[config.mk]
export PLATFORM = sky130hd
export DESIGN_NAME = cache_mem_arbiter
export DESIGN_NICKNAME = d
export VERILOG_FILES = /design/src/rtl/cache_mem_arbiter.sv
export SDC_FILE = /design/constraint.sdc
export NUM_CORES = 1
export LEC_CHECK = 0
export BUFFER_PORTS_ARGS = -buffer_cell sky130_fd_sc_hd__buf_2
export CORE_ASPECT_RATIO = 1.4
export CORE_MARGIN = 3
export CORE_UTILIZATION = 38
export DETAILED_ROUTE_END_ITERATION = 8
export GPL_TIMING_DRIVEN = 0
export PLACE_DENSITY = 0.76
export SETUP_SLACK_MARGIN = 0.02
export SLEW_MARGIN = 30
export SYNTH_ARGS = -nofsm -noshare
export SYNTH_HDL_FRONTEND = slang
export SYNTH_SLANG_ARGS = --single-unit
[constraint.sdc]
create_clock -name clk -period 1.6 [get_ports clk]
set_clock_uncertainty 0.2 [all_clocks]
set_input_delay 0.24 -clock clk [delete_from_list [all_inputs] [get_ports clk]]
set_output_delay 0.24 -clock clk [all_outputs]
set_load 0.02 [all_outputs]
[src/rtl/cache_mem_arbiter.sv]
// Round-robin arbiter and sequencer sharing one main-memory port between ICACHE and DCACHE.
// Grants in IDLE, strobes memory in ISSUE, waits out busy flags, pulses ready in RESP.
module cache_mem_arbiter #(
    parameter int unsigned ADDR_W = 32,
    parameter int unsigned DATA_W = 32
) (
    input  logic                  clk,
    input  logic                  reset,
    input  logic [ADDR_W-1:0]     icache_addr,
    input  logic                  icache_req,
    output logic [DATA_W-1:0]     icache_rdata,
    output logic                  icache_ready,
    input  logic [ADDR_W-1:0]     dcache_addr,
    input  logic                  dcache_req,
    input  logic                  dcache_we,
    input  logic [DATA_W-1:0]     dcache_wdata,
    input  logic [DATA_W/8-1:0]   dcache_wmask,
    output logic [DATA_W-1:0]     dcache_rdata,
    output logic                  dcache_ready,
    output logic [ADDR_W-1:0]     mem_addr,
    output logic [DATA_W-1:0]     mem_wdata,
    output logic [DATA_W/8-1:0]   mem_wmask,
    output logic                  mem_rstrb,
    input  logic [DATA_W-1:0]     mem_rdata,
    input  logic                  mem_rbusy,
    input  logic                  mem_wbusy,
    output logic                  arb_busy,
    output logic                  arb_grant
);

    localparam int unsigned MASK_W = DATA_W / 8;

    typedef enum logic [1:0] {
        S_IDLE  = 2'd0,
        S_ISSUE = 2'd1,
        S_WAIT  = 2'd2,
        S_RESP  = 2'd3
    } state_t;

    state_t              state_q, state_d;
    logic                grant_q, grant_d;
    logic [ADDR_W-1:0]   addr_q, addr_d;
    logic [DATA_W-1:0]   wdata_q, wdata_d;
    logic [MASK_W-1:0]   mask_q, mask_d;
    logic                we_q, we_d;
    logic [MASK_W-1:0]   wstrb_q, wstrb_d;
    logic                rstrb_q, rstrb_d;
    logic [DATA_W-1:0]   resp_q, resp_d;
    logic                irdy_q, irdy_d;
    logic                drdy_q, drdy_d;
    logic                busy_q, busy_d;
    logic                pick_dcache_c;

    // On a tie, the side that did not hold the last grant wins.
    assign pick_dcache_c = dcache_req && (!icache_req || !grant_q);

    // State register and registered outputs.
    always_ff @(posedge clk) begin
        if (reset) begin
            state_q <= S_IDLE;
            grant_q <= 1'b1;
            addr_q  <= '0;
            wdata_q <= '0;
            mask_q  <= '0;
            we_q    <= 1'b0;
            wstrb_q <= '0;
            rstrb_q <= 1'b0;
            resp_q  <= '0;
            irdy_q  <= 1'b0;
            drdy_q  <= 1'b0;
            busy_q  <= 1'b0;
        end else begin
            state_q <= state_d;
            grant_q <= grant_d;
            addr_q  <= addr_d;
            wdata_q <= wdata_d;
            mask_q  <= mask_d;
            we_q    <= we_d;
            wstrb_q <= wstrb_d;
            rstrb_q <= rstrb_d;
            resp_q  <= resp_d;
            irdy_q  <= irdy_d;
            drdy_q  <= drdy_d;
            busy_q  <= busy_d;
        end
    end

    // Next-state and next-output logic; strobes and ready are computed one
    // cycle ahead so they line up with the ISSUE and RESP states.
    always_comb begin
        state_d = state_q;
        grant_d = grant_q;
        addr_d  = addr_q;
        wdata_d = wdata_q;
        mask_d  = mask_q;
        we_d    = we_q;
        resp_d  = resp_q;
        wstrb_d = '0;
        rstrb_d = 1'b0;
        irdy_d  = 1'b0;
        drdy_d  = 1'b0;

        case (state_q)
            S_IDLE: begin
                if (icache_req || dcache_req) begin
                    grant_d = pick_dcache_c;
                    state_d = S_ISSUE;
                    if (pick_dcache_c) begin
                        addr_d  = dcache_addr;
                        we_d    = dcache_we;
                        wdata_d = dcache_we ? dcache_wdata : '0;
                        mask_d  = dcache_we ? dcache_wmask : '0;
                    end else begin
                        addr_d  = icache_addr;
                        we_d    = 1'b0;
                        wdata_d = '0;
                        mask_d  = '0;
                    end
                    if (!we_d) begin
                        rstrb_d = 1'b1;
                    end else begin
                        wstrb_d = mask_d;
                    end
                end
            end
            S_ISSUE: begin
                if (we_q && (mask_q == '0)) begin
                    state_d = S_RESP;
                    irdy_d  = !grant_q;
                    drdy_d  = grant_q;
                end else begin
                    state_d = S_WAIT;
                end
            end
            S_WAIT: begin
                if (!mem_rbusy && !mem_wbusy) begin
                    resp_d  = mem_rdata;
                    state_d = S_RESP;
                    irdy_d  = !grant_q;
                    drdy_d  = grant_q;
                end
            end
            S_RESP: begin
                state_d = S_IDLE;
            end
            default: begin
                state_d = S_IDLE;
            end
        endcase

        busy_d = (state_d != S_IDLE);
    end

    assign icache_rdata = resp_q;
    assign dcache_rdata = resp_q;
    assign icache_ready = irdy_q;
    assign dcache_ready = drdy_q;
    assign mem_addr     = addr_q;
    assign mem_wdata    = wdata_q;
    assign mem_wmask    = wstrb_q;
    assign mem_rstrb    = rstrb_q;
    assign arb_busy     = busy_q;
    assign arb_grant    = grant_q;

endmodule

# Word level (Yosys, flattened, before mapping)
# Cells that the tools add are included.
[op_classes]
mux = 19
n_reduce_logical = 16
bitwise = 3
n_eq_ne = 3
[ops]
columns = ["operator", "n"]
rows = [
  ["$mux 32", 3],
  ["$mux 1", 9],
  ["$mux 4", 2],
  ["$pmux 2 s4", 1],
  ["$eq 2x2->1 const B", 2],
  ["$logic_not 1->1", 4],
  ["$logic_not 4->1", 1],
  ["$mux 2", 2],
  ["$pmux 1 s2", 2],
  ["$reduce_and 2->1", 2],
  ["$reduce_or 4->1", 1],
  ["$logic_and 1x1->1", 3],
  ["$not 1->1", 3],
  ["$reduce_or 3->1", 1],
  ["$eq 2x1->1 const B", 1],
  ["$logic_not 2->1", 1],
  ["$logic_or 1x1->1", 2],
  ["$reduce_bool 2->1", 1],
]
[word_totals]
wordCells = 53
in_bits = 139
out_inout_bits = 137
ff_bits = 112

# Logic depth before layout (Yosys ltp)
# Gate-level depths: netlist (run 1).
[depth]
depth_word = 8
depth_mapped = 7

# Worst setup path after synthesis (run 1)
# Ideal clock, no wire load.
[synth_timing]
path_type = "reg-to-reg"
start = "register state_q[0]"
end = "register addr_q[10], in the netlist mem_addr[10]"
path_slack_ps = -20
n_path_buf = 2
arrival_time_ps = 1335
setup_time_ps = 86
stages_incl_launch_ff = 8
cell_sequence = "dfxtp_1 inv_1 ha_1 o21a_1 buf_4 buf_2 nor2_1 a211oi_1"
[synth_via]
elab_chain_len = 2
[synth_rtl]
columns = ["element", "line", "rtl"]
rows = [
  ["start: declaration", "40", "state_t state_q, state_d;"],
  ["start signal: assignment", "73", "state_q <= state_d;"],
  ["$logic_not 2->1", "103", "case (state_q)"],
  ["$reduce_and 2->1 (no line)", "n/a", ""],
  ["end signal: assignment", "75", "addr_q <= addr_d;"],
  ["end: declaration", "42", "logic [ADDR_W-1:0] addr_q, addr_d;"],
]
# Every way passes these cells.
# A chain may end at the register's enable or synchronous reset.

# Final worst setup path (run 1)
[layout_timing]
start = "register state_q[1]"
end = "register wdata_q[16], in the netlist mem_wdata[16]"
[layout_via]
elab_chain_len = 2
[layout_rtl]
columns = ["element", "line", "rtl"]
rows = [
  ["$logic_not 2->1", "103", ""],
  ["$reduce_and 2->1 (no line)", "n/a", ""],
  ["end signal: assignment", "76", "wdata_q <= wdata_d;"],
  ["end: declaration", "43", "logic [DATA_W-1:0] wdata_q, wdata_d;"],
]
# Every way passes these cells.

==> results of run 1 <==
[logic make-up after synthesis]
logic type | share of synthesized area, %
AND/OR/NAND/NOR | 11.0
flip-flops | 51.8
AO/OA/AOI/OAI | 18.2
buffers and inverters | 10.4
multiplexers | 7.41
adder cells (fa/ha/maj) | 1.16
[sequential cells by signal, summed over array words and instances, names as in the netlist, 2 cells and up]
signal        cells
mem_wdata        32
mask_q            4
dcache_rdata     32
mem_addr         32
state_q           2
mem_wmask         4
[power groups by stage]
stage               registers, mW  logic (mW)  clock network, mW
detailed placement           3.51        2.72                  0
global placement             3.49        2.66                  0
CTS                          3.48        3.13               2.29
finish                       3.53        4.06               2.25
global route                 3.58        4.33               2.39
floorplan                    3.98        1.29                  0
[placed cells by master (no fill, tap or decap), types with 2 or more instances in the layout]
cell           count
nor2_1            15
and2_4             2
dlygate4sd3_1     69
inv_4              3
nand2b_1           2
nor2_2            13
a21oi_1           15
buf_4             46
nand2_1           53
a21oi_2           19
dfxtp_1          109
a22o_1            32
mux2i_4            2
dfxtp_4            2
buf_8              8
nand2_2            6
clkinv_8           2
buf_2            276
clkinv_4           2
clkbuf_1           6
ha_4               2
nand2_4            7
mux2i_1           20
buf_6             17
a211oi_1           9
mux2i_2           10
nor2_4             6
inv_8              2
buf_12             5
a211oi_2          24
a21o_1             4
clkbuf_16         12
o21ai_0            2
and2_1             2
[repair_timing]
action                                  CTS  global route
pin swaps                                 7            43
resized for setup                        51           145
endpoints found under the setup margin  107           106
gates cloned                              4             4
hold endpoints to repair                 73             0
hold buffers                             69             0
setup buffers                             8             9
[cell type report]
cell class	count	share of cell area, %
Clock buffer	9	2.88
Tap cell	141	2.26
Timing Repair Buffer	368	30.1
Sequential cell	112	28.8
Multi-Input combinational cell	262	27.2
Inverter	5	0.336
Buffer	63	7.39
Clock inverter	7	1.04
[synth_stat cells (all sizes together), types with 4 or more instances]
cell    number  area share, %
dfxtp      112             52
nand2       66            5.7
buf         50            8.8
a21oi       35            4.1
nor2        34            3.0
a211oi      33            5.7
a22o        32            6.5
mux2i       32            7.4
clkbuf      13            1.1
inv          5           0.43
a21o         4           0.69
and2         4           0.58
ha           4            1.2
[worst min-delay path, stage by stage]
cell and delay, ns:
buf_2 0.09, mux2i_1 0.11, a211oi_1 0.08
[per-layer routing]
layer | up-vias | share of wire [%] | global-route usage [%]
met5 | - | 0 | 0
met4 | 0 | 3.4 | 10.4
met3 | 50 | 8.2 | 5.54
met2 | 254 | 54 | 45.5
met1 | 2267 | 34 | 23.6
li1 | 2265 | - | -
[through the flow]
step,total power [mW],cell area [µm²],cells,util (%)
final,9.84,7820,967,71.2
after global routing,10.3,7820,967,71.2
after CTS,8.90,7160,954,65.2
after detailed placement,6.24,5890,857,53.6
after global placement,6.15,5890,857,53.6
after floorplan,5.26,4340,442,-
[worst min-delay path by stage]
stage,from,end,slack (ns)
CTS,icache_addr[28],mem_addr[28]$_SDFFE_PP0N_,0.02
global placement,mask_q[2]$_SDFFE_PP0N_,mask_q[2]$_SDFFE_PP0N_,0.24
finish,icache_addr[28],mem_addr[28]$_SDFFE_PP0N_,0.03
global route,dcache_addr[25],mem_addr[25]$_SDFFE_PP0N_,0.03
floorplan,dcache_we,mem_rstrb$_SDFF_PP0_,0.14
detailed placement,mask_q[2]$_SDFFE_PP0N_,mask_q[2]$_SDFFE_PP0N_,0.24
==> flow_summary.yaml, run 1 <==
floorplan:
  die_y_um: 132
  chipWidth_um: 96.2
  coreArea_um2: 11000
  die_area_um2: 12700
  rows: 45
  start_util_pct: 39.4
  ioPinCount: 276
global_routing:
  grt_pass1_vias: 4728
  grt_first_pass_wirelength_um: 23500
  grt_overflow: 0
  grt_usage_pct: 24.0
  antenna_found_initial: 0
  grt_max_degree: 23
timing:
  min_period_over_period_pct: 103
  setup_viol: 16
  tightest_slew_ns: 0.688
  hold_viol: 0
  rsz0062_at_grt: "yes"
  finalSetupTns_ns: -0.202
  clock.fmax_ghz: 0.609
  finalMaxSlewViolations: 0
  slew_headroom_pct: 54.1
  finalHoldWorstSlack_ns: 0.0286
  layout_min_cycle_time_ns: 1.64
  setup_ws_ns: -0.0417
routing:
  totalWireLength_um: 17300
  dr.pass1.iters: 4
  antenna_left: 0
  drt_iter0_markers: 139
  drcViolationCount: 0
  wire_per_inst_um: 17.9
  vias: 4836
  vias_per_cell: 5.00
pwr:
  p_leak_nw: 3.79
  max-vdd-ir-drop_mv: 0.771
  combPwrFrac_pct: 41.3
  seq_power_share_pct: 35.9
  p_clk_share_pct: 22.9
  power.density_nw_per_um2: 1260
  p_sw_mw: 3.66
  swShare_pct: 37.2
  cellInternalPower_mw: 6.18
worst_setup_path:
  crit_path_cell_trace: "inv_4, ha_4, o21a_4, nor2_4, buf_4, a22o_1"
  rrSetupSlack_ns: -0.04
  crit_end: "mem_wdata[16]$_SDFFE_PP0N_"
  cp_data_arrival_time_ns: 1.74
  path_max_fanout: 10
  cp.depth: 6
  startpoint: "state_q[1]$_SDFF_PP0_"
  path_buf_inv: 2
  crit_family: "flip-flops"
  cpPeakStageDelay_ns: 0.38
  critPathSlowestCell: "dfxtp_4"
  crit_path_start_kind: "flop"
  r2r_end: "mem_wdata[16]$_SDFFE_PP0N_"
  worstSetupPathType: "flop to flop"
  cp.required_ns: 1.70
  cp-end-kind: "flop"
  ff2ff_path_depth: 6
  r2r-start: "state_q[1]$_SDFF_PP0_"
synthesis:
  syn_inst: 442
  async_reset_ff_share_pct: 0
  syn_avg_cell_area_um2: 9.79
  ys.flop_type: "dfxtp_1"
  synth_edf_count: 0
  synth_cell_types: 33
  yosys_register_bits: 112
  syn_nets: 585
  yosys_warnings: 0
  synth_area_um2: 4330
  ys_seq_area_share_pct: 51.8
clocking:
  numCtsBuffers: 9
  cts_tree: "built"
  path_clk_slew_ns: 0.08
  clock_latency_ns: 0.35
  cts_max_level: 3
  cts.sinks: 112
  cts-root-buf: "clkbuf_16"
  cts_max_path_buffers: 2
status:
  violations: "negative setup slack"
  status: "complete, but fails checks"
run:
  max_cap_viol_count: 0
finish:
  seqCellArea_um2: 2250
  drive_gt1_share_pct: 58.4
  nNetsFinal: 964
  multi_input_area_um2: 2130
  synthToLayoutAreaGrowth_pct: 80.8
  n_antenna_cell: 0
  fillers: 744
placement:
  gp_congestion: 0.803
  hpwl_um: 10300
  pre_cts_ws_ns: -0.402
  portBuffers: 274
worst_hold_path:
  hp-class: "primary input to flop"
  min_path_cells: 3
Note: power is estimated with default switching activity, not from simulation.
==> run 2, diff against run 1 <==
==> constraint.sdc (replaced) <==
create_clock -name clk -period 1.6 [get_ports clk]
set_clock_uncertainty 0.2 [all_clocks]
set_input_delay 0.08 -clock clk [delete_from_list [all_inputs] [get_ports clk]]
set_output_delay 0.08 -clock clk [all_outputs]
set_load 0.02 [all_outputs]
==> run 2 against run 1 <==
  * The flow still finishes with violations (negative setup slack)
  * Clock power about the same
  * Total power increased by 3.2%
  * Sequential share of layout area down 2.5 points
  * Utilization rose by 6.8 points
  * Clock-buffer cell count stayed put
  * Via count rose by 10%
  * Fmax is 4.0% lower
  * Critical path depth up 2
  * Sequential power is essentially flat
  * Highest routed layer unchanged
  * Final cell count up 7.1%
  * Critical endpoint is now mask_q[1]$_SDFFE_PP0N_
  * Register-to-register slack worse by 0.07 ns
  * Global-route usage is 3.7 points higher
  * Largest cell class unchanged
==> flow_summary.yaml, run 2 (synthesized netlist as in run 1, its figures left out) <==
clocking:
  clock_latency_ns: 0.35
  cts-root-buf: "clkbuf_16"
  numCtsBuffers: 9
  cts_tree: "built"
  cts_max_path_buffers: 2
  cts_max_level: 3
  cts.sinks: 112
  path_clk_slew_ns: 0.09
timing:
  setup_ws_ns: -0.110
  slew_headroom_pct: 46.3
  layout_min_cycle_time_ns: 1.71
  hold_viol: 0
  finalMaxSlewViolations: 0
  min_period_over_period_pct: 107
  finalSetupTns_ns: -1.77
  setup_viol: 42
  rsz0062_at_grt: "yes"
  tightest_slew_ns: 0.806
  clock.fmax_ghz: 0.585
  finalHoldWorstSlack_ns: 0.00585
finish:
  fin_util_pct: 78.0
  seqCellArea_um2: 2250
  fillers: 643
  nNetsFinal: 1031
  synthToLayoutAreaGrowth_pct: 98.0
  final_common_cell: "buf_2"
  drive_gt1_share_pct: 55.1
  multi_input_area_um2: 2220
  instances_no_fill: 1036
  final_cell_mix: "276 x buf_2, 135 x dlygate4sd3_1, 109 x dfxtp_1, 49 x buf_4, 45 x nand2_1"
worst_setup_path:
  cp.required_ns: 1.69
  cp_data_arrival_time_ns: 1.80
  path_max_fanout: 9
  critPathSlowestCell: "dfxtp_2"
  crit_path_start_kind: "flop"
  path_buf_inv: 3
  crit_family: "flip-flops"
  cpPeakStageDelay_ns: 0.35
  cp-end-kind: "flop"
  worstSetupPathType: "flop to flop"
  cp.depth: 8
  ff2ff_path_depth: 8
  crit_path_cell_trace: "inv_4, ha_4, nand4b_1, a21oi_4, buf_12, buf_6, and2_4, a21o_1"
global_routing:
  grt_overflow: 0
  grt_pass1_vias: 5325
  grt_max_degree: 23
  grt_usage_pct: 27.7
  antenna_found_initial: 2
  grt_first_pass_wirelength_um: 27300
routing:
  vias: 5330
  antenna_left: 0
  dr.pass1.iters: 5
  wire_per_inst_um: 19.7
  drcViolationCount: 0
  drt_iter0_markers: 194
  vias_per_cell: 5.14
  totalWireLength_um: 20400
floorplan:
  chipWidth_um: 96.2
  rows: 45
  ioPinCount: 276
  die_y_um: 132
  start_util_pct: 39.4
  coreArea_um2: 11000
  die_area_um2: 12700
placement:
  hpwl_um: 10300
  dpl.cell_count: 857
  gp_congestion: 0.803
  portBuffers: 274
pwr:
  power.density_nw_per_um2: 1190
  max-vdd-ir-drop_mv: 0.922
  p_leak_nw: 4.13
run:
  max_cap_viol_count: 0
status:
  status: "complete, but fails checks"
  violations: "negative setup slack"
worst_hold_path:
  hp-class: "primary input to flop"
  min_path_cells: 3
[run 2: worst min-delay path: cells and delay by family]
family          cells  cell delay [ns]
compound gates      1             0.08
buf+inv             2             0.34
[run 2: area by class of cell]
cell class,instances,share of cell area [%]
Multi-Input combinational cell,262,25.9
Timing Repair Buffer,435,35.2
Tap cell,141,2.06
Buffer,63,6.54
Sequential cell,112,26.3
Clock buffer,9,2.63
Antenna cell,2,0.0584
Clock inverter,7,0.949
Inverter,5,0.307
[run 2: repair_timing]
action                                  in CTS  in global routing
gates resized for setup                     51                153
hold buffers                               135                  0
gates cloned                                 4                  6
hold endpoints to repair                   107                  0
endpoints found under the setup margin     107                106
pin swaps                                    7                 54
setup buffers                                8                  8
[run 2: per-stage QoR]
step	area (µm²)	power [mW]	worst slack [ns]
final	8570	10.2	-0.110
after global routing	8570	10.6	-0.159
after CTS	7820	9.02	0.00904
after detailed placement	5890	6.24	-0.402
after global placement	5890	6.15	-0.331
after floorplan	4340	5.26	0.000627
[run 2: worst paths after layout]
check,from,slack (ns),end
worst min-delay path,reset,0.006,state_q[0]$_SDFF_PP0_
worst max register to register,state_q[0]$_SDFF_PP0_,-0.11,mask_q[1]$_SDFFE_PP0N_
worst max-delay path,state_q[0]$_SDFF_PP0_,-0.11,mask_q[1]$_SDFFE_PP0N_
worst min register to register,dcache_rdata[25]$_SDFFE_PP0P_,0.28,dcache_rdata[25]$_SDFFE_PP0P_
[run 2: report_power, final]
group,leakage [nW],switching [mW],internal (mW)
registers,0.915,0.319,3.23
clock network,0.150,1.16,1.12
logic,3.06,2.39,1.94
total,4.13,3.86,6.29
[run 2: per-layer routing]
metal  global-route usage, %  wire [µm]  vias up
met5                       0          0        -
met4                    13.4       1090        0
met3                    6.74       1600       89
met2                    50.6      10800      322
met1                    28.4       6890     2515
li1                        -          -     2404
